File: src/rtl/req_issue_rob.sv
// Issue stage and reorder buffer in front of execution_unit.
// Commands are tagged with IDs 1..7 in round-robin order, responses may
// return in any order, and results are handed back to the host in issue order.

package req_issue_rob_pkg;

  typedef struct packed {
    logic        req;
    logic        req_type;
    logic [2:0]  req_id;
    logic [31:0] req_data1;
    logic [31:0] req_data2;
  } req_pkt_type;

  typedef struct packed {
    logic        rsp;
    logic [2:0]  rsp_id;
    logic [63:0] rsp_data;
  } rsp_pkt_type;

endpackage

module req_issue_rob
  import req_issue_rob_pkg::*;
#(
  parameter int MAX_OUTSTANDING = 7
) (
  input  logic        clk,
  input  logic        rst_b,
  input  logic        cmd_valid,
  output logic        cmd_ready,
  input  logic        cmd_type,
  input  logic [31:0] cmd_data1,
  input  logic [31:0] cmd_data2,
  output req_pkt_type exe_req,
  input  logic        exe_fifo_full,
  input  rsp_pkt_type exe_rsp,
  output logic        res_valid,
  input  logic        res_ready,
  output logic [2:0]  res_id,
  output logic [63:0] res_data,
  output logic [2:0]  outstanding,
  output logic        err_unexp
);

  localparam logic [2:0] MAX_CNT = 3'(MAX_OUTSTANDING);

  // Index 0 of the entry arrays is never allocated; it stays idle so that
  // a response carrying ID 0 always looks like a non-busy entry.
  logic [7:0]  busy;
  logic [7:0]  done;
  logic [63:0] data [8];
  logic [2:0]  head;
  logic [2:0]  tail;
  logic [2:0]  count;

  logic issue;
  logic retire;
  logic rsp_hit;
  logic rsp_drop;

  // IDs walk 1..7 and wrap back to 1, skipping 0.
  function automatic logic [2:0] next_id(input logic [2:0] id);
    return (id == 3'd7) ? 3'd1 : id + 3'd1;
  endfunction

  // Handshakes, request packet and in-order result view; results come only
  // from stored state, so a response to head shows up one cycle later.
  always_comb begin
    cmd_ready = !exe_fifo_full && (count < MAX_CNT);
    issue     = cmd_valid && cmd_ready;
    exe_req   = '0;
    if (issue) begin
      exe_req.req       = 1'b1;
      exe_req.req_type  = cmd_type;
      exe_req.req_id    = tail;
      exe_req.req_data1 = cmd_data1;
      exe_req.req_data2 = cmd_data2;
    end
    res_valid = busy[head] && done[head];
    res_id    = res_valid ? head : 3'd0;
    res_data  = res_valid ? data[head] : 64'd0;
    retire    = res_valid && res_ready;
    rsp_hit   = exe_rsp.rsp && (exe_rsp.rsp_id != 3'd0) &&
                busy[exe_rsp.rsp_id] && !done[exe_rsp.rsp_id];
    rsp_drop  = exe_rsp.rsp && !rsp_hit;
    outstanding = count;
  end

  // Entry flags, pointers, occupancy and the sticky error flag; issue only
  // touches tail and retire only touches head, which never alias while either fires.
  always_ff @(posedge clk or negedge rst_b) begin
    if (!rst_b) begin
      busy      <= '0;
      done      <= '0;
      head      <= 3'd1;
      tail      <= 3'd1;
      count     <= 3'd0;
      err_unexp <= 1'b0;
    end else begin
      if (rsp_hit) begin
        done[exe_rsp.rsp_id] <= 1'b1;
      end
      if (rsp_drop) begin
        err_unexp <= 1'b1;
      end
      if (issue) begin
        busy[tail] <= 1'b1;
        done[tail] <= 1'b0;
        tail       <= next_id(tail);
      end
      if (retire) begin
        busy[head] <= 1'b0;
        done[head] <= 1'b0;
        head       <= next_id(head);
      end
      case ({issue, retire})
        2'b10:   count <= count + 3'd1;
        2'b01:   count <= count - 3'd1;
        default: count <= count;
      endcase
    end
  end

  // Result payload storage; it is only observed while the entry is done.
  always_ff @(posedge clk) begin
    if (rsp_hit) begin
      data[exe_rsp.rsp_id] <= exe_rsp.rsp_data;
    end
  end

endmodule
File: config.mk
export PLATFORM = sky130hd
export DESIGN_NAME = req_issue_rob
export DESIGN_NICKNAME = d
export VERILOG_FILES = /design/src/rtl/req_issue_rob.sv
export SDC_FILE = /design/constraint.sdc
export NUM_CORES = 1
export LEC_CHECK = 0
export ABC_AREA = 1
export CAP_MARGIN = 20
export CELL_PAD_IN_SITES_DETAIL_PLACEMENT = 0
export CELL_PAD_IN_SITES_GLOBAL_PLACEMENT = 1
export CORE_ASPECT_RATIO = 1.4
export CORE_MARGIN = 2
export CORE_UTILIZATION = 33
export DETAILED_ROUTE_END_ITERATION = 6
export HOLD_SLACK_MARGIN = 0.12
export PLACE_DENSITY = 0.61
export SLEW_MARGIN = 20
export SYNTH_ARGS = -nofsm -noshare
export SYNTH_HDL_FRONTEND = slang
export SYNTH_SLANG_ARGS = --single-unit
File: constraint.sdc
create_clock -name clk -period 13.4 [get_ports clk]
set_clock_uncertainty 0.2 [all_clocks]
set_input_delay 3.35 -clock clk [delete_from_list [all_inputs] [get_ports clk]]
set_output_delay 3.35 -clock clk [all_outputs]
set_load 0.02 [all_outputs]
# Word level (Yosys, flattened, before mapping)
# Memories as Yosys holds them, arrays and structs flattened.
# Index checks and enable logic that the tools add are counted.
dict set report word_totals {
  elab_cells 72
  register_bits 26
  ramBits 512
  memories 1
  in_bits 138
}
dict set report classes {
  n_lt_le_gt_ge 7
  bitwise 7
  addsub 4
  n_eq_ne 4
  mux 27
  n_reduce_logical 16
}
# name words width read_ports rd_clocked_by_memory_dff write_ports line_no
set memory_table {}
lappend memory_table {data 8 64 1 0 1 52} ;# logic [63:0] data [8];
# op count
set ops {}
lappend ops {{$mux W69} 1}
lappend ops {{$mux W64} 1}
lappend ops {{$mux W8} 5}
lappend ops {{$and A8 B8 Y8} 3}
lappend ops {{$not A8 Y8} 2}
lappend ops {{$or A8 B8 Y8} 2}
lappend ops {{$bmux W1 S3} 4}
lappend ops {{$lt A3 B4 Y1 const B} 3}
lappend ops {{$logic_and A1 B1 Y1} 11}
lappend ops {{$add A3 B1 Y3 const B} 3}
lappend ops {{$demux W1 S3} 3}
lappend ops {{$ge A3 B1 Y1 const B} 3}
lappend ops {{$mux W1} 9}
lappend ops {{$mux W3} 3}
lappend ops {{$eq A3 B3 Y1 const B} 2}
lappend ops {{$pmux W3 S2} 1}
lappend ops {{$logic_not A1 Y1} 3}
lappend ops {{$lt A3 B3 Y1 const B} 1}
lappend ops {{$reduce_bool A3 Y1} 1}
lappend ops {{$sub A3 B1 Y3 const B} 1}
lappend ops {{$eq A2 B1 Y1 const B} 1}
lappend ops {{$eq A2 B2 Y1 const B} 1}
lappend ops {{$reduce_bool A2 Y1} 1}

# Longest topological paths before layout
# Gate-level depths: netlist (run 1).
dict set report depth {
  ltp_word 10
  mapped_depth 18
  depth_no_buf 16
}

# Least setup slack after synthesis (run 1)
# OpenSTA, ideal clock, no wires.
dict set report synth_timing {
  kind {input port to output port}
  startpoint {input port exe_fifo_full}
  endpoint {output port exe_req[48] (netlist name)}
  t_required_ps 9850
  setup_slack_ps 5364
  path_stages 7
  t_arrival_ps 4486
  cell_sequence {inv_1 -> nand2_1 -> nor2_2 -> clkinv_1 -> buf_2 -> buf_2 -> nor2_1}
}
# element line_no
set synth_rtl {}
lappend synth_rtl {{start, declared} 36} ;# input logic exe_fifo_full,
lappend synth_rtl {{end, declared} 35} ;# output req_pkt_type exe_req,

==> impl_metrics.tcl, run 1 <==
set metrics [dict create \
    p_int_mw 3.319 \
    synth_xor_area_share_pct 0.08185 \
    r2r_cells 8 \
    clockRootBuffer "clkbuf_16" \
    cts-buffers-inserted 51 \
    synth_top_family_by_area "simple AND/OR/NAND/NOR gates" \
    yosys.area_share.simple_pct 12.93 \
    finalSetupTns_ns 0 \
    switchingPower_mw 1.708 \
    tritoncts "yes" \
    drive_gt1_share_pct 9.477 \
    grt_max_degree 66 \
    yosys.area_share.adder_pct 0.3859 \
    yosys.area.top_type "edfxtp_1" \
    port-buffer-count 279 \
    vdd_drop_max_v 0.0001007 \
    htreeDepth 2 \
    grt_pass1_wl_um 83290 \
    tightestPinTransition_ns 1.058 \
    startpoint "exe_fifo_full" \
    swShare_pct 33.97 \
    antenna_found_initial 5 \
    synth_top_area_share_pct 71.84 \
    hold_path.class "flop to flop" \
    dieArea_um2 66940 \
    std_cell_rows 110 \
    synth_cells 1568 \
    grt_pass1_vias 13200 \
    finalSetupViolations 0 \
    postLayoutCoreUtil_pct 42.01 \
    clkSlewWorstSetupHoldPaths_ns 0.06 \
    crit_path_frequent_cell "clkdlybuf4s50_1" \
    max_stage_delay_ns 0.63 \
    crit_type "primary input to output pin" \
    critical_path_arrival_ns 5.71 \
    fin_crit_ns 9.258 \
    fmax_ghz 0.1080 \
    ctsResizeCount 0 \
    synthMuxAreaShare_pct 0 \
    nFillCells 5987 \
    syn2layout_area_growth_pct 26.15 \
    critPathSlowestCell "clkdlybuf4s50_1" \
    fp.dieW_um 219.2 \
    die_h_um 305.3 \
    r2r_start "done[3]$_DFF_PN0_" \
    cp.required_ns 9.85 \
    synthFlopType "edfxtp_1" \
    ys_async_sr_fraction_pct 4.833 \
    first_pass_iters 5 \
    fin_crit_sh_pct 69.09 \
    netlist_area_um2 21400 \
    initial_core_util_pct 33.30 \
    core_area_um2 64270 \
    place_ws_ns 4.106 \
    clockBufferDepth 3 \
    gp_congestion 0.7817 \
    grt_usage_pct 16.77 \
    numClockSinks 538 \
    io_pins 280 \
    multi_input_area_um2 4594 \
    grt-ovfl-total 0 \
    end_kind "output pin" \
    ys_seq_area_share_pct 74.89 \
    synth_area_leaders "edfxtp_1 72%, o22ai_1 5.0%, nor2_1 3.9%" \
    postCtsHoldBufs 0 \
    post_drt_wl_per_cell_um 20.53 \
    drv_slew 0 \
    pwr-share-seq_pct 39.4 \
    hold_start "err_unexp$_DFFE_PN0P_" \
    worst_slack_ns 4.142 \
    routed_wl_um 57350 \
    avgViaCountPerCell 4.747 \
    status "finished, final reports clean" \
    avgSynthCellArea_um2 13.65 \
    drt_iter0_drc 707 \
    rsz0062_at_grt "no" \
    min_path_cells 1 \
    synth_compound_area_share_pct 6.472 \
    crit_fanout 58 \
    post_cts_buffers 0 \
    p_clk_share_pct 28.8 \
    synth_edf_count 512 \
    nNetsFinal 2057 \
    vias 13260 \
    hold_viol_final 0 \
    cp-start-kind "primary input" \
    yosysWarnings 0 \
    power.leakage_nw 9.592 \
    total_power_mw 5.027 \
    synth_seq_cells 538 \
    max-cap-violations 0 \
    path_cells "clkdlybuf4s50_1 -> inv_1 -> nand2_1 -> nor2_2 -> clkinv_1 -> buf_4 -> nor2_1 -> clkdlybuf4s50_1" \
    clk-insertion-delay-late_ns 0.57 \
    hpwl_um 32860 \
    power-per-cell-area_nw_per_um2 186.2 \
    seq_area_um2 16030 \
    postRouteAntennaNets 0 \
    synth_cell_types 42 \
    slew-limit-headroom_pct 29.49 \
    drc 0 \
    pwr-share-comb_pct 31.7 \
]
critical path: cells and delay by family:
kind	cells	cell delay, ns
buffers and inverters	5	1.83
AND/OR/NAND/NOR	3	0.50
metal layers:
layer | global-route usage (%) | part of all wire [%] | vias to the layer above
met5 | 0 | 0.087 | -
met4 | 3.960 | 1.7 | 8
met3 | 2.935 | 5.6 | 81
met2 | 30.81 | 52 | 360
met1 | 20.22 | 40 | 6562
li1 | - | - | 6248
area by class of cell:
cell class,instances,area share (%)
Sequential cell,538,59.37
Multi-Input combinational cell,837,17.02
Timing Repair Buffer,301,10.96
Clock buffer,61,4.866
Tap cell,840,3.893
Inverter,184,2.595
Clock inverter,31,1.298
Antenna cell,1,0.009269
registers in the layout (all words and copies together), names as in the netlist:
signal       cells
outstanding      3
busy             8
data           512
err_unexp        1
tail             3
done             8
head             3
stage by stage:
stage                     cells  hold WS [ns]  area, um^2
after global placement     2700        0.2617       25330
after global routing       2793        0.2936       27000
after CTS                  2792        0.2809       27000
final                      2793        0.2695       27000
after floorplan            1631        0.2711       21640
after detailed placement   2700        0.2661       25330
Yosys cell counts, types with 2 or more instances:
library cell	number
dfstp_2	2
nand3_2	5
buf_8	3
inv_1	179
nand4_1	32
buf_1	3
and3_1	3
nand2_4	2
a21oi_1	2
o22a_1	3
buf_2	33
ha_1	5
buf_4	11
nor3_1	7
o21a_1	5
clkbuf_1	17
inv_2	3
nor3b_1	4
dfrtp_1	24
nand2_1	180
nor4_1	7
edfxtp_1	512
nor2_1	222
nor3_2	7
nand3_1	11
nor2_2	2
xnor2_1	2
o21ai_0	10
nor4_4	20
nand3b_1	6
o22ai_1	171
or2_2	38
buf_6	5
o211ai_1	23
nand2_2	2
worst paths after layout:
path                       slack, ns                    endpoint
setup / recovery                4.14                 exe_req[14]
hold / removal                  0.27       err_unexp$_DFFE_PN0P_
setup reg to reg                9.86       data[3][53]$_DFFE_PP_
hold reg to reg                 0.27       err_unexp$_DFFE_PN0P_
max in group asynchronous       9.74         head[0]$_DFFE_PN1N_
min in group asynchronous       2.95  outstanding[1]$_DFFE_PN0P_
cell families (layout without fill, tap and decap cells):
family,Yosys count,in the layout
AND/OR/NAND/NOR,548,548
flip-flops,538,538
buffers and inverters,256,577
AO/OA/AOI/OAI,217,217
adder cells (fa/ha/maj),6,6
XOR/XNOR,2,2
other,1,65
power groups by stage:
stage	registers [mW]	logic [mW]	clock network, mW
after floorplan	1.99	0.987	0
after global placement	2.02	1.62	0
after detailed placement	2.02	1.63	0
after CTS	1.98	1.63	1.49
after global routing	1.99	1.74	1.55
final	1.98	1.59	1.45
cells in the final DEF, fill, tap and decap left out, drive strengths merged:
master         count
a21o               1
a21oi              2
a31oi              1
and3               3
buf               22
bufinv             7
clkbuf            61
clkdlybuf4s50    279
clkinv            19
clkinvlp           3
conb              64
dfrtp             24
dfstp              2
diode              1
edfxtp           512
fa                 1
ha                 5
inv              186
nand2            184
nand3             16
nand3b             6
nand4             32
nor2             224
nor3              14
nor3b              4
nor4              27
o211ai            23
o21a               5
o21ai             11
o22a               3
o22ai            171
or2               38
xnor2              2
Power figures use the tool's default switching activity.
==> run 2: changes to the inputs <==
clock period = 9.1 ns   (was 13.4 ns; I/O delays follow)
==> run 2 against run 1 <==
Compared with the run above:
- die area unchanged
- non-clock buffer count is 2 lower
- sequential share of layout area up 0.24 points
- via count rose by 0.84%
- global-route usage is 0.096 points higher
- final cell count barely moved
- critical path depth stayed put
- clock power increased by 38%
- first-iteration DRC count is 2.3% higher
- hold slack got worse by 0.0097 ns
- core utilization decreased by 0.17 points
- power increased by 44%
- critical path type is now flop to output pin
- largest power group unchanged
==> impl_metrics.tcl, run 2 (synthesis gave the netlist of run 1 again) <==
set metrics [dict create \
    core_area_um2 64270 \
    drc 0 \
    cp.required_ns 6.63 \
    swShare_pct 34.51 \
    die_h_um 305.3 \
    tritoncts "yes" \
    antenna_found_initial 7 \
    gp_congestion 0.7554 \
    pwr-share-seq_pct 40.2 \
    power-per-cell-area_nw_per_um2 269.8 \
    crit_fanout 44 \
    first_pass_iters 5 \
    syn2layout_area_growth_pct 25.64 \
    nNetsFinal 2056 \
    drt_iter0_drc 723 \
    vdd_drop_max_v 0.0001373 \
    numClockSinks 538 \
    clockRootBuffer "clkbuf_16" \
    drive_gt1_share_pct 9.082 \
    post_cts_buffers 0 \
    tightestPinTransition_ns 1.028 \
    rsz0062_at_grt "no" \
    grt_usage_pct 16.86 \
    clk-insertion-delay-late_ns 0.60 \
    regMostFlops "data" \
    critical_path.top_delay_family "buffers and inverters" \
    top_regs "data: 512 flops, busy: 8 flops, done: 8 flops" \
    post_drt_wl_per_cell_um 20.46 \
    layout_commonest_cell "edfxtp_1" \
    end_kind "output pin" \
    fin_crit_sh_pct 79.99 \
    switchingPower_mw 2.504 \
    clkSlewWorstSetupHoldPaths_ns 0.06 \
    p_int_mw 4.751 \
    layout.cells.non_filler 2792 \
    ctsResizeCount 0 \
    critical_path_arrival_ns 4.80 \
    max_stage_delay_ns 0.75 \
    p_clk_share_pct 27.5 \
    largest_register_ffs 512 \
    critPathSlowestCell "clkdlybuf4s50_1" \
    postCtsHoldBufs 0 \
    hold_path.class "flop to flop" \
    fmax_ghz 0.1374 \
    vias 13370 \
    htreeDepth 2 \
    dieArea_um2 66940 \
    cp-start-kind "flop" \
    port-buffer-count 279 \
    power.leakage_nw 9.526 \
    grt_max_degree 59 \
    clockBufferDepth 3 \
    path_cells "inv_2 -> nand3_2 -> buf_4 -> inv_1 -> nand2_1 -> nand4_1 -> nor4_1 -> clkdlybuf4s50_1" \
    io_pins 280 \
    grt_pass1_wl_um 83790 \
    crit_type "flop to output pin" \
    hold_viol_final 0 \
    max-cap-violations 0 \
    std_cell_rows 110 \
    slew-limit-headroom_pct 31.38 \
    routed_wl_um 57120 \
    fin_crit_ns 7.279 \
    drv_slew 0 \
    initial_core_util_pct 33.30 \
    fp.dieW_um 219.2 \
    place_inst 2698 \
    path_buf_inv 4 \
    final_area_um2 26890 \
    grt-ovfl-total 0 \
    cts-buffers-inserted 52 \
    avgViaCountPerCell 4.789 \
    postRouteAntennaNets 0 \
    status "finished, final reports clean" \
    finalSetupTns_ns 0 \
    pwr-share-comb_pct 32.3 \
    layout_common_cells "512 x edfxtp_1, 279 x clkdlybuf4s50_1, 218 x nor2_1" \
    hpwl_um 33750 \
    placed_area_um2 25330 \
    finalSetupViolations 0 \
    grt_pass1_vias 13490 \
]
run 2: cell count changes in the layout (fill, tap and decap cells not counted), moves of 2 or more:
cell and change:
buf_4 -3, bufinv_16 -6, clkbuf_1 +6, clkbuf_16 +2, diode_2 +2, inv_6 -2
run 2: stage by stage:
step	hold slack, ns	total power [mW]	utilization [%]	setup WS (ns)
after floorplan	0.2711	4.380	-	2.676
after CTS	0.2629	7.380	41.82	1.818
after global routing	0.2918	7.624	41.84	1.664
after global placement	0.2519	5.350	39.41	2.038
after detailed placement	0.2495	5.366	39.41	1.946
final	0.2598	7.255	41.84	1.821
run 2: layout make-up:
class                           instances  area [um^2]
Antenna cell                            3        7.507
Inverter                              184        700.7
Tap cell                              840         1051
Sequential cell                       538        16030
Fill cell                            6002        37380
Clock inverter                         22        166.4
Timing Repair Buffer                  299         2955
Multi-Input combinational cell        837         4594
Clock buffer                           69         1386
run 2: per-layer routing:
| layer | global-route usage, % | part of all wire (%) | vias to the layer above |
|---|---|---|---|
| met5 | 0 | 0.098 | - |
| met4 | 5.688 | 2.6 | 8 |
| met3 | 3.284 | 5.7 | 92 |
| met2 | 30.70 | 52 | 377 |
| met1 | 19.65 | 40 | 6641 |
| li1 | - | - | 6252 |
run 2: worst register-to-register path: stages (launching register included):
cell and delay [ns]:
dfrtp_1 0.39, inv_1 0.09, nand2_1 0.05, o211ai_1 0.13, nand2_1 0.13, nor2_2 0.34
nand2_2 0.31, nor2_4 0.55, buf_4 0.82
run 2: worst paths after layout:
| path | start | endpoint | slack [ns] | cells after the start |
|---|---|---|---|---|
| worst max register to register | done[5]$_DFF_PN0_ | data[5][27]$_DFFE_PP_ | 5.66 | 8 |
| worst min register to register | err_unexp$_DFFE_PN0P_ | err_unexp$_DFFE_PN0P_ | 0.26 | 1 |
| worst max-delay path | head[1]$_DFFE_PN0N_ | res_data[63] | 1.82 | 8 |
| min in group asynchronous | rst_b | tail[1]$_DFFE_PN0N_ | 1.86 | 2 |
| worst min-delay path | err_unexp$_DFFE_PN0P_ | err_unexp$_DFFE_PN0P_ | 0.26 | 1 |
| max in group asynchronous | rst_b | head[0]$_DFFE_PN1N_ | 6.51 | 2 |
run 2: power by group through the flow:
stage | Sequential [mW] | Clock, mW | Combinational (mW)
after floorplan | 2.93 | 0 | 1.45
after global placement | 2.97 | 0 | 2.38
after detailed placement | 2.97 | 0 | 2.40
after CTS | 2.92 | 2.06 | 2.41
after global routing | 2.93 | 2.15 | 2.55
final | 2.92 | 2.00 | 2.34
==> run 3: changes to the inputs <==
PLACE_DENSITY = 0.63   (was 0.61)
clock period = 5.95 ns   (was 9.1 ns; I/O delays follow)
==> run 3 against run 2 <==
Compared with the run above:
- cell area up 1.0%
- global-route usage is 0.24 points higher
- core utilization grew 0.42 points
- flip-flop and latch count did not move
- register-to-register slack got worse by 3.0 ns
- first-iteration DRC count decreased by 10%
- combinational power increased by 58%
- routed wire length is 1.4% higher
- die area is the same
- hold slack improved by 0.036 ns
- non-clock buffer count rose by 22
- largest power group unchanged
==> impl_metrics.tcl, run 3 (synthesis gave the netlist of run 1 again) <==
set metrics [dict create \
    rr_endpoint "outstanding[2]$_DFFE_PN0P_" \
    total_power_mw 11.21 \
    antenna_found_initial 6 \
    p_clk_share_pct 27.5 \
    max_stage_delay_ns 0.74 \
    grt_pass1_vias 13760 \
    regMostFlops "data" \
    port-buffer-count 279 \
    top_regs "data: 512 flops, busy: 8 flops, done: 8 flops" \
    power-per-cell-area_nw_per_um2 412.7 \
    nFillCells 5939 \
    clockRootBuffer "clkbuf_16" \
    worst_slack_ns 0.2379 \
    whs_endpoint "outstanding[2]$_DFFE_PN0P_" \
    drive_gt1_share_pct 9.893 \
    tightestPinTransition_ns 1.041 \
    layout_common_cells "512 x edfxtp_1, 279 x clkdlybuf4s50_1, 218 x nor2_1" \
    grt_pass1_wl_um 85220 \
    grt-ovfl-total 0 \
    r2r_cells 15 \
    hpwl_um 35710 \
    vias 13390 \
    cp-start-kind "flop" \
    routed_wl_um 57910 \
    core_area_um2 64270 \
    hold_start "outstanding[2]$_DFFE_PN0P_" \
    post_cts_buffers 0 \
    htreeDepth 2 \
    p_int_mw 7.366 \
    r2r_setup_slack_ns 2.65 \
    fin_crit_sh_pct 96.00 \
    post_drt_wl_per_cell_um 20.59 \
    hold_viol_final 0 \
    fp.dieW_um 219.2 \
    initial_core_util_pct 33.30 \
    hold_path.class "flop to flop" \
    status "finished, final reports clean" \
    nNetsFinal 2077 \
    grt_max_degree 70 \
    finalSetupViolations 0 \
    end_kind "output pin" \
    vdd_drop_max_v 0.0002523 \
    crit_fanout 17 \
    slew-limit-headroom_pct 30.48 \
    avgViaCountPerCell 4.763 \
    clk-insertion-delay-late_ns 0.58 \
    r2r_start "head[0]$_DFFE_PN1N_" \
    whs_ns 0.2959 \
    clockBufferDepth 3 \
    tritoncts "yes" \
    numClockSinks 538 \
    power.leakage_nw 9.654 \
    grt_usage_pct 17.10 \
    drv_slew 0 \
    fmax_ghz 0.1751 \
    max-cap-violations 0 \
    drt_iter0_drc 650 \
    pwr-share-comb_pct 32.9 \
    first_pass_iters 5 \
    place_ws_ns 0.6048 \
    place_inst 2719 \
    critPathSlowestCell "clkdlybuf4s50_1" \
    dieArea_um2 66940 \
    postRouteAntennaNets 0 \
    swShare_pct 34.29 \
    switchingPower_mw 3.844 \
    std_cell_rows 110 \
    largest_register_ffs 512 \
    syn2layout_area_growth_pct 26.90 \
    io_pins 280 \
    fin_crit_ns 5.712 \
    pwr-share-seq_pct 39.6 \
    crit_type "flop to output pin" \
    die_h_um 305.3 \
    gp_congestion 0.7740 \
    layout_commonest_cell "edfxtp_1" \
    cp.required_ns 4.26 \
    path_cells "inv_2 -> nand3_2 -> inv_1 -> nand2_1 -> nand4_1 -> nor4_1 -> clkdlybuf4s50_1" \
    critical_path_arrival_ns 4.02 \
    min_path_cells 1 \
    finalSetupTns_ns 0 \
    cts-buffers-inserted 51 \
    ctsResizeCount 0 \
    rsz0062_at_grt "no" \
    drc 0 \
    layout.cells.non_filler 2812 \
    postCtsHoldBufs 0 \
    clkSlewWorstSetupHoldPaths_ns 0.06 \
]
==> run 3: cell count changes in the layout (fill, tap and decap cells not counted), sizes merged <==
cell | before | now
clkinv | 19 | 13
diode | 3 | 1
clkinvlp | 3 | 1
inv | 183 | 185
bufinv | 1 | 3
buf | 20 | 42
clkbuf | 69 | 73
==> run 3: cell type report <==
type	count	area, um^2	share of cell area (%)
timing repair buffer	321	3228	11.89
multi-input combinational	837	4594	16.92
sequential	538	16030	59.01
inverter	184	700.7	2.580
clock buffer	73	1359	5.003
clock inverter	18	196.4	0.7233
antenna	1	2.502	0.009214
tap	840	1051	3.870
==> run 3: how the worst max path moves through the flow <==
stage / start / to / slack, ns
floorplan: exe_rsp[64] / data[2][0]$_DFFE_PP_ / 0.31
global placement: exe_fifo_full / exe_req[16] / 0.69
detailed placement: exe_fifo_full / exe_req[10] / 0.60
CTS: head[2]$_DFFE_PN0N_ / res_data[4] / 0.24
global route: head[2]$_DFFE_PN0N_ / res_data[4] / 0.07
finish: head[2]$_DFFE_PN0N_ / res_data[4] / 0.24
==> run 3: metrics by stage <==
stage / cell area [um^2] / util [%]
finish: 27160 / 42.26
CTS: 27140 / 42.23
detailed placement: 25590 / 39.81
floorplan: 21640 / -
global route: 27160 / 42.26
global placement: 25590 / 39.81
==> run 3: per-layer routing <==
metal	track usage, %	part of all wire [%]	up-vias
met5	0	0.13	-
met4	4.274	2.0	10
met3	2.846	5.4	79
met2	31.62	52	370
met1	20.44	40	6641
li1	-	-	6294
==> run 3: critical path, delay by kind of cell (launching register included) <==
family                 cells  cell delay, ns
DFF                        1            0.73
buffers and inverters      3            1.34
and+or+nand+nor            4            1.33
==> run 3: power groups by stage <==
stage                     clock network [mW]  logic, mW  registers [mW]
after floorplan                            0       2.22            4.47
after global placement                     0       3.73            4.52
after detailed placement                   0       3.76            4.52
after CTS                               3.15       3.77            4.44
after global routing                    3.29       4.01            4.46
final                                   3.08       3.69            4.44
